===== config.mk =====
export PLATFORM = sky130hd
export DESIGN_NAME = decode_issue_ctrl_flat
export DESIGN_NICKNAME = d
export VERILOG_FILES = /design/src/rtl/decode_ctrl_pkg.sv /design/src/rtl/decode_issue_ctrl_if.sv /design/src/rtl/decode_issue_ctrl_instr_fifo.sv /design/src/rtl/decode_issue_ctrl.sv /design/src/flat_wrapper.sv
export SDC_FILE = /design/constraint.sdc
export NUM_CORES = 1
export LEC_CHECK = 0
export BUFFER_PORTS_ARGS = -buffer_cell sky130_fd_sc_hd__buf_2
export CAP_MARGIN = 30
export CORE_MARGIN = 3
export CORE_UTILIZATION = 60
export CTS_BUF_LIST = sky130_fd_sc_hd__clkbuf_4 sky130_fd_sc_hd__clkbuf_8
export CTS_CLUSTER_DIAMETER = 30
export DETAILED_ROUTE_END_ITERATION = 16
export GPL_ROUTABILITY_DRIVEN = 0
export PLACE_DENSITY = 0.92
export SYNTH_ARGS = -nofsm -noshare
export SYNTH_HDL_FRONTEND = slang
export SYNTH_SLANG_ARGS = --single-unit
export TNS_END_PERCENT = 20

===== constraint.sdc =====
create_clock -name clk -period 8.9 [get_ports clk]
set_input_delay 1.78 -clock clk [delete_from_list [all_inputs] [get_ports clk]]
set_output_delay 1.78 -clock clk [all_outputs]
set_load 0.05 [all_outputs]

===== src/rtl/decode_ctrl_pkg.sv =====
// Shared types and constants for the decode issue controller and the decoder.
package decode_ctrl_pkg;

  typedef enum logic [1:0] {
    EMPTY = 2'd0,
    VALID = 2'd1,
    FLUSH = 2'd2
  } ctrl_state_e;

  // All-zero word is what the decoder sees when no real instruction is present.
  localparam logic [31:0] NOP_INSTR = 32'h0000_0000;

  // Major opcodes shared with the decoder.
  localparam logic [6:0] OPC_LOAD   = 7'b000_0011;
  localparam logic [6:0] OPC_OP_IMM = 7'b001_0011;
  localparam logic [6:0] OPC_STORE  = 7'b010_0011;
  localparam logic [6:0] OPC_OP     = 7'b011_0011;
  localparam logic [6:0] OPC_BRANCH = 7'b110_0011;
  localparam logic [6:0] OPC_JAL    = 7'b110_1111;

  typedef struct packed {
    logic [31:0] pc;
    logic [31:0] instr;
  } fetch_pkt_t;

  function automatic logic [6:0] opcode_of(input logic [31:0] instr);
    return instr[6:0];
  endfunction

endpackage


===== src/rtl/decode_issue_ctrl_if.sv =====
// Fetch-side, stall/flush and decode-side signals of the issue controller.
interface decode_issue_ctrl_if;
  logic        fetch_valid;
  logic [31:0] fetch_instr;
  logic [31:0] fetch_pc;
  logic        fetch_ready;
  logic        stall;
  logic        flush;
  logic [31:0] dec_instr;
  logic        dec_valid;
  logic [31:0] dec_pc;
  logic        out_valid;
  logic [31:0] out_pc;
  logic [31:0] issue_count;

  modport master (
    output fetch_valid, fetch_instr, fetch_pc, stall, flush,
    input  fetch_ready, dec_instr, dec_valid, dec_pc, out_valid, out_pc, issue_count
  );

  modport slave (
    input  fetch_valid, fetch_instr, fetch_pc, stall, flush,
    output fetch_ready, dec_instr, dec_valid, dec_pc, out_valid, out_pc, issue_count
  );
endinterface


===== src/rtl/decode_issue_ctrl_instr_fifo.sv =====
// Small {pc, instr} FIFO; flush empties it and drops any same-cycle push.
module instr_fifo
  import decode_ctrl_pkg::*;
#(
  parameter int DEPTH = 4
) (
  input  logic                   clk,
  input  logic                   reset,
  input  logic                   flush,
  input  logic                   push,
  input  fetch_pkt_t             push_data,
  input  logic                   pop,
  output fetch_pkt_t             head_data,
  output logic [$clog2(DEPTH):0] count,
  output logic                   empty
);

  localparam int PTR_W = $clog2(DEPTH);
  localparam int CNT_W = PTR_W + 1;

  fetch_pkt_t         mem_r [DEPTH];
  logic [PTR_W-1:0]   wr_ptr_r;
  logic [PTR_W-1:0]   rd_ptr_r;
  logic [CNT_W-1:0]   count_r;
  logic               full_s;
  logic               push_ok_s;
  logic               pop_ok_s;

  assign full_s    = (count_r == CNT_W'(DEPTH));
  assign empty     = (count_r == CNT_W'(0));
  assign push_ok_s = push && !full_s && !flush;
  assign pop_ok_s  = pop && !empty && !flush;
  assign head_data = mem_r[rd_ptr_r];
  assign count     = count_r;

  // Storage write; entries need no reset since count guards every read.
  always_ff @(posedge clk) begin
    if (push_ok_s) begin
      mem_r[wr_ptr_r] <= push_data;
    end
  end

  // Pointers wrap naturally at DEPTH (power of two); flush empties the queue.
  always_ff @(posedge clk or posedge reset) begin
    if (reset) begin
      wr_ptr_r <= PTR_W'(0);
      rd_ptr_r <= PTR_W'(0);
      count_r  <= CNT_W'(0);
    end else if (flush) begin
      wr_ptr_r <= PTR_W'(0);
      rd_ptr_r <= PTR_W'(0);
      count_r  <= CNT_W'(0);
    end else begin
      if (push_ok_s) wr_ptr_r <= wr_ptr_r + PTR_W'(1);
      if (pop_ok_s)  rd_ptr_r <= rd_ptr_r + PTR_W'(1);
      case ({push_ok_s, pop_ok_s})
        2'b10:   count_r <= count_r + CNT_W'(1);
        2'b01:   count_r <= count_r - CNT_W'(1);
        default: count_r <= count_r;
      endcase
    end
  end

endmodule


===== src/rtl/decode_issue_ctrl.sv =====
// Feeds one buffered instruction per cycle into the decoder slot and tracks
// which slots were actually consumed, aligned with the decoder's output stage.
module decode_issue_ctrl
  import decode_ctrl_pkg::*;
#(
  parameter int DEPTH = 4
) (
  input  logic                clk,
  input  logic                reset,
  decode_issue_ctrl_if.slave  bus
);

  localparam int CNT_W = $clog2(DEPTH) + 1;

  ctrl_state_e        state_r;
  ctrl_state_e        state_nxt_s;
  fetch_pkt_t         push_pkt_s;
  fetch_pkt_t         head_s;
  logic [CNT_W-1:0]   fifo_count_s;
  logic               fifo_empty_s;
  logic               fetch_ready_s;
  logic               push_s;
  logic               pop_s;
  logic               consume_s;
  logic [31:0]        dec_instr_r;
  logic [31:0]        dec_instr_nxt_s;
  logic [31:0]        dec_pc_r;
  logic [31:0]        dec_pc_nxt_s;
  logic               dec_valid_r;
  logic               dec_valid_nxt_s;
  logic               out_valid_r;
  logic [31:0]        out_pc_r;
  logic [31:0]        issue_count_r;

  // Ready depends only on registered state so fetch never sees a comb loop.
  assign fetch_ready_s  = (fifo_count_s < CNT_W'(DEPTH)) && (state_r != FLUSH);
  assign push_s         = bus.fetch_valid && fetch_ready_s;
  assign push_pkt_s.pc    = bus.fetch_pc;
  assign push_pkt_s.instr = bus.fetch_instr;
  assign consume_s      = dec_valid_r && !bus.stall && !bus.flush;

  instr_fifo #(.DEPTH(DEPTH)) u_fifo (
    .clk       (clk),
    .reset     (reset),
    .flush     (bus.flush),
    .push      (push_s),
    .push_data (push_pkt_s),
    .pop       (pop_s),
    .head_data (head_s),
    .count     (fifo_count_s),
    .empty     (fifo_empty_s)
  );

  // Next-state and slot contents; flush overrides every state.
  always_comb begin
    state_nxt_s     = state_r;
    pop_s           = 1'b0;
    dec_instr_nxt_s = dec_instr_r;
    dec_pc_nxt_s    = dec_pc_r;
    dec_valid_nxt_s = dec_valid_r;
    if (bus.flush) begin
      state_nxt_s     = FLUSH;
      dec_instr_nxt_s = NOP_INSTR;
      dec_pc_nxt_s    = 32'h0000_0000;
      dec_valid_nxt_s = 1'b0;
    end else begin
      case (state_r)
        EMPTY: begin
          if (!fifo_empty_s) begin
            pop_s           = 1'b1;
            state_nxt_s     = VALID;
            dec_instr_nxt_s = head_s.instr;
            dec_pc_nxt_s    = head_s.pc;
            dec_valid_nxt_s = 1'b1;
          end else begin
            dec_instr_nxt_s = NOP_INSTR;
            dec_pc_nxt_s    = 32'h0000_0000;
            dec_valid_nxt_s = 1'b0;
          end
        end
        VALID: begin
          if (bus.stall) begin
            state_nxt_s = VALID;
          end else if (!fifo_empty_s) begin
            pop_s           = 1'b1;
            dec_instr_nxt_s = head_s.instr;
            dec_pc_nxt_s    = head_s.pc;
            dec_valid_nxt_s = 1'b1;
          end else begin
            state_nxt_s     = EMPTY;
            dec_instr_nxt_s = NOP_INSTR;
            dec_pc_nxt_s    = 32'h0000_0000;
            dec_valid_nxt_s = 1'b0;
          end
        end
        FLUSH: begin
          state_nxt_s     = EMPTY;
          dec_instr_nxt_s = NOP_INSTR;
          dec_pc_nxt_s    = 32'h0000_0000;
          dec_valid_nxt_s = 1'b0;
        end
        default: begin
          state_nxt_s     = EMPTY;
          dec_instr_nxt_s = NOP_INSTR;
          dec_pc_nxt_s    = 32'h0000_0000;
          dec_valid_nxt_s = 1'b0;
        end
      endcase
    end
  end

  // State and decoder slot registers.
  always_ff @(posedge clk or posedge reset) begin
    if (reset) begin
      state_r     <= EMPTY;
      dec_instr_r <= NOP_INSTR;
      dec_pc_r    <= 32'h0000_0000;
      dec_valid_r <= 1'b0;
    end else begin
      state_r     <= state_nxt_s;
      dec_instr_r <= dec_instr_nxt_s;
      dec_pc_r    <= dec_pc_nxt_s;
      dec_valid_r <= dec_valid_nxt_s;
    end
  end

  // One out_valid pulse per consumed slot, lined up with the decoder's output register.
  always_ff @(posedge clk or posedge reset) begin
    if (reset) begin
      out_valid_r   <= 1'b0;
      out_pc_r      <= 32'h0000_0000;
      issue_count_r <= 32'h0000_0000;
    end else begin
      out_valid_r <= consume_s;
      if (consume_s) begin
        out_pc_r      <= dec_pc_r;
        issue_count_r <= issue_count_r + 32'd1;
      end
    end
  end

  assign bus.fetch_ready = fetch_ready_s;
  assign bus.dec_instr   = dec_instr_r;
  assign bus.dec_valid   = dec_valid_r;
  assign bus.dec_pc      = dec_pc_r;
  assign bus.out_valid   = out_valid_r;
  assign bus.out_pc      = out_pc_r;
  assign bus.issue_count = issue_count_r;

endmodule


===== src/flat_wrapper.sv =====
// flat-port wrapper written by rule: the top's interface ports become plain ports
module decode_issue_ctrl_flat import decode_ctrl_pkg::*;
#(
  parameter int DEPTH = 4
)
  (clk, reset, bus_fetch_valid, bus_fetch_instr, bus_fetch_pc, bus_stall, bus_flush, bus_fetch_ready, bus_dec_instr, bus_dec_valid, bus_dec_pc, bus_out_valid, bus_out_pc, bus_issue_count);
  decode_issue_ctrl_if bus_i ();
  input  logic clk;
  input  logic reset;
  input wire logic [$bits(bus_i.fetch_valid)-1:0] bus_fetch_valid;
  input wire logic [$bits(bus_i.fetch_instr)-1:0] bus_fetch_instr;
  input wire logic [$bits(bus_i.fetch_pc)-1:0] bus_fetch_pc;
  input wire logic [$bits(bus_i.stall)-1:0] bus_stall;
  input wire logic [$bits(bus_i.flush)-1:0] bus_flush;
  output wire logic [$bits(bus_i.fetch_ready)-1:0] bus_fetch_ready;
  output wire logic [$bits(bus_i.dec_instr)-1:0] bus_dec_instr;
  output wire logic [$bits(bus_i.dec_valid)-1:0] bus_dec_valid;
  output wire logic [$bits(bus_i.dec_pc)-1:0] bus_dec_pc;
  output wire logic [$bits(bus_i.out_valid)-1:0] bus_out_valid;
  output wire logic [$bits(bus_i.out_pc)-1:0] bus_out_pc;
  output wire logic [$bits(bus_i.issue_count)-1:0] bus_issue_count;
  assign bus_i.fetch_valid = bus_fetch_valid;
  assign bus_i.fetch_instr = bus_fetch_instr;
  assign bus_i.fetch_pc = bus_fetch_pc;
  assign bus_i.stall = bus_stall;
  assign bus_i.flush = bus_flush;
  assign bus_fetch_ready = bus_i.fetch_ready;
  assign bus_dec_instr = bus_i.dec_instr;
  assign bus_dec_valid = bus_i.dec_valid;
  assign bus_dec_pc = bus_i.dec_pc;
  assign bus_out_valid = bus_i.out_valid;
  assign bus_out_pc = bus_i.out_pc;
  assign bus_issue_count = bus_i.issue_count;
  decode_issue_ctrl #(.DEPTH(DEPTH)) u_core (.clk(clk), .reset(reset), .bus(bus_i));
endmodule

==> results.sh <==
export IMPL_grt_use_total=0.221
export IMPL_routed_wirelength_um=28900
export IMPL_final_util=0.746
export IMPL_drc=0
export IMPL_start_util=0.617
export IMPL_synth_warnings=0
export IMPL_slew_headroom=0.313
export IMPL_drtIter0Drc=541
export IMPL_area_growth_synth_to_final_pct=20.9
export IMPL_die_w_um=162
export IMPL_fin_skew_ns=0.0249
export IMPL_syn_avg_cell_area_um2=20.2
export IMPL_drt_pass1_iter_count=5
export IMPL_drv_slew=0
export IMPL_clkLatencyLatePin_ns=0.58
export IMPL_critPathLaunchType="flop"
export IMPL_ant_nets=0
export IMPL_cts_hold_buf=0
export IMPL_synth_nets=802
export IMPL_die_y_um=162
export IMPL_dr_total_vias=7830
export IMPL_htreeDepth=3
export IMPL_nNetsFinal=1047
export IMPL_grt_start_max_net_pins=71
export IMPL_antenna_found_initial=6
export IMPL_synthTopCellsByArea="edfxtp_1, dfrtp_1, mux4_2"
export IMPL_yosysMostFrequentCell="edfxtp_1"
export IMPL_worst_slew_pin_slew_ns=1.03
export IMPL_synth_top_area_cell="edfxtp_1"
export IMPL_dieArea_um2=26300
export IMPL_synth_cells=727
export IMPL_pre_cts_slack_ns=5.06
export IMPL_synth_seq_area_share=0.762
export IMPL_leakage_nw=7.17
export IMPL_post_cts_buffers=0
export IMPL_worst_ep_arrival_time_ns=1.66
export IMPL_cts_num_sinks=395
export IMPL_std_cell_rows=56
export IMPL_critPathKind="flop to output pin"
export IMPL_synthFlopType="edfxtp_1"
export IMPL_seqCellArea_um2=11200
export IMPL_fin_crit_sh=0.387
export IMPL_cts_inserted_buffers=72
export IMPL_tns_ns=0
export IMPL_dp_hpwl_um=16900
export IMPL_synth_seq_cells=395
export IMPL_synth_top_area_share=0.524
export IMPL_hp_class="flop to flop"
export IMPL_rsz0062_at_grt="no"
export IMPL_status="complete, no violations"
export IMPL_multi_input_area_um2=3320
export IMPL_viasPerCell=5.80
export IMPL_drive_gt1_frac=0.437
export IMPL_fillCellCount=1333
export IMPL_core_um2=23800
export IMPL_endpoint_kind="output pin"
export IMPL_overflow=0
export IMPL_cts_root_buffer="clkbuf_8"
export IMPL_cts_max_path_buffers=3
export IMPL_worst_slack_ns=5.46
export IMPL_period_minus_slack_ns=3.44
export IMPL_finalSetupViolCount=0
export IMPL_clk_pin_slew_worst_paths_ns=0.06
export IMPL_ys_types=40
export IMPL_synth_area_um2=14700
export IMPL_power_density_nw_per_um2=243
export IMPL_port_buffers=199
export IMPL_avgRoutedWirePerCell_um=21.4
export IMPL_fmax_mhz=291
export IMPL_crit_required_ns=7.12
export IMPL_cts_tree="yes"
export IMPL_grt_pass1_vias=8216
export IMPL_synth_async_reset_ratio=0.352
export IMPL_hold_violations=0
export IMPL_synth_commonest_cells="edfxtp_1, dfrtp_1, a22o_1, mux4_2, mux2_2"
export IMPL_total_power_w=0.00431
export IMPL_io_pins=200
export IMPL_ir_drop_v=0.000199
export IMPL_crit_fanout=5
export IMPL_max_cap_viol_count=0
export IMPL_synth_edf_count=256
export IMPL_cts_resized=0
export IMPL_grt_pass1_wl_um=44900
logic make-up after synthesis:
group                    after synthesis  synth area share
buffers and inverters                 44            0.0131
AO/OA/AOI/OAI                         73            0.0429
multiplexers                         100             0.126
AND/OR/NAND/NOR                       76            0.0311
XOR/XNOR                              33            0.0197
adder cells (fa/ha/maj)                6           0.00563
flip-flops                           395             0.762
metrics by stage:
step | hold slack, ns | area (um2) | std cells
floorplan | 0.452 | 14700 | 727
global placement | 0.460 | 16000 | 1213
detailed placement | 0.469 | 16000 | 1213
CTS | 0.476 | 17600 | 1345
global route | 0.514 | 17700 | 1350
finish | 0.474 | 17700 | 1351
critical path: stages, from the launching register on:
cell      delay [ns]
dfrtp_1         0.42
nand2b_1        0.20
nor2b_1         0.19
buf_2           0.28
state kept, by name, indices dropped and copies added, names as in the netlist:
signal / cells
u_core.bus.dec_instr: 32
u_core.u_fifo.count: 3
u_core.bus.issue_count: 32
u_core.bus.dec_valid: 1
u_core.bus.out_pc: 32
u_core.u_fifo.rd_ptr_r: 2
u_core.bus.dec_pc: 32
u_core.u_fifo.mem_r: 256
u_core.state_r: 2
u_core.bus.out_valid: 1
u_core.u_fifo.wr_ptr_r: 2
worst paths after layout:
| check | from | cells after the start | endpoint | slack [ns] |
|---|---|---|---|---|
| max | u_core.state_r[1] | 3 | bus_fetch_ready | 5.46 |
| min | u_core.bus.issue_count[31] | 1 | u_core.bus.issue_count[31] | 0.47 |
| max reg2reg | u_core.u_fifo.rd_ptr_r[0] | 3 | u_core.bus.dec_instr[31] | 6.45 |
| min reg2reg | u_core.bus.issue_count[31] | 1 | u_core.bus.issue_count[31] | 0.47 |
| max in group asynchronous | reset | 4 | u_core.bus.dec_pc[25] | 6.51 |
| min in group asynchronous | reset | 2 | u_core.bus.out_pc[20] | 1.29 |
cell usage in the layout (no fill, tap or decap), drive strengths merged, types with 2 or more instances in the layout:
cell / n
nor2: 9
nand4: 18
a21oi: 2
diode: 2
nor4: 3
and2: 5
and3: 3
bufinv: 8
xor2: 5
clkinv: 12
clkbuf: 100
mux2: 35
xnor2: 28
a22o: 64
mux4: 64
nand2: 9
and4: 4
inv: 8
a211oi: 2
clkinvlp: 10
edfxtp: 256
or3b: 3
dfrtp: 139
ha: 5
buf: 209
nor2b: 3
nand3: 9
nor3: 7
final cells by class:
| type | instances | area share |
|---|---|---|
| Antenna cell | 2 | 0.000282 |
| Inverter | 6 | 0.00155 |
| Tap cell | 319 | 0.0225 |
| Clock buffer | 100 | 0.0716 |
| Sequential cell | 395 | 0.630 |
| Multi-Input combinational cell | 288 | 0.187 |
| Timing Repair Buffer | 209 | 0.0645 |
| Clock inverter | 32 | 0.0219 |
where the power goes:
part	internal [W]	total [W]	switching [W]
combinational	0.000128	0.000352	0.000224
clock	0.00117	0.00190	0.000735
sequential	0.00202	0.00206	0.0000439
total	0.00331	0.00431	0.00100
layer usage:
layer	wire, um	GRT usage	vias to the layer above
met2	14400	0.365	303
met5	69	0	-
met3	2000	0.0597	62
li1	-	-	3424
met1	11700	0.291	4031
met4	663	0.0752	10
Power figures use the tool's default switching activity.
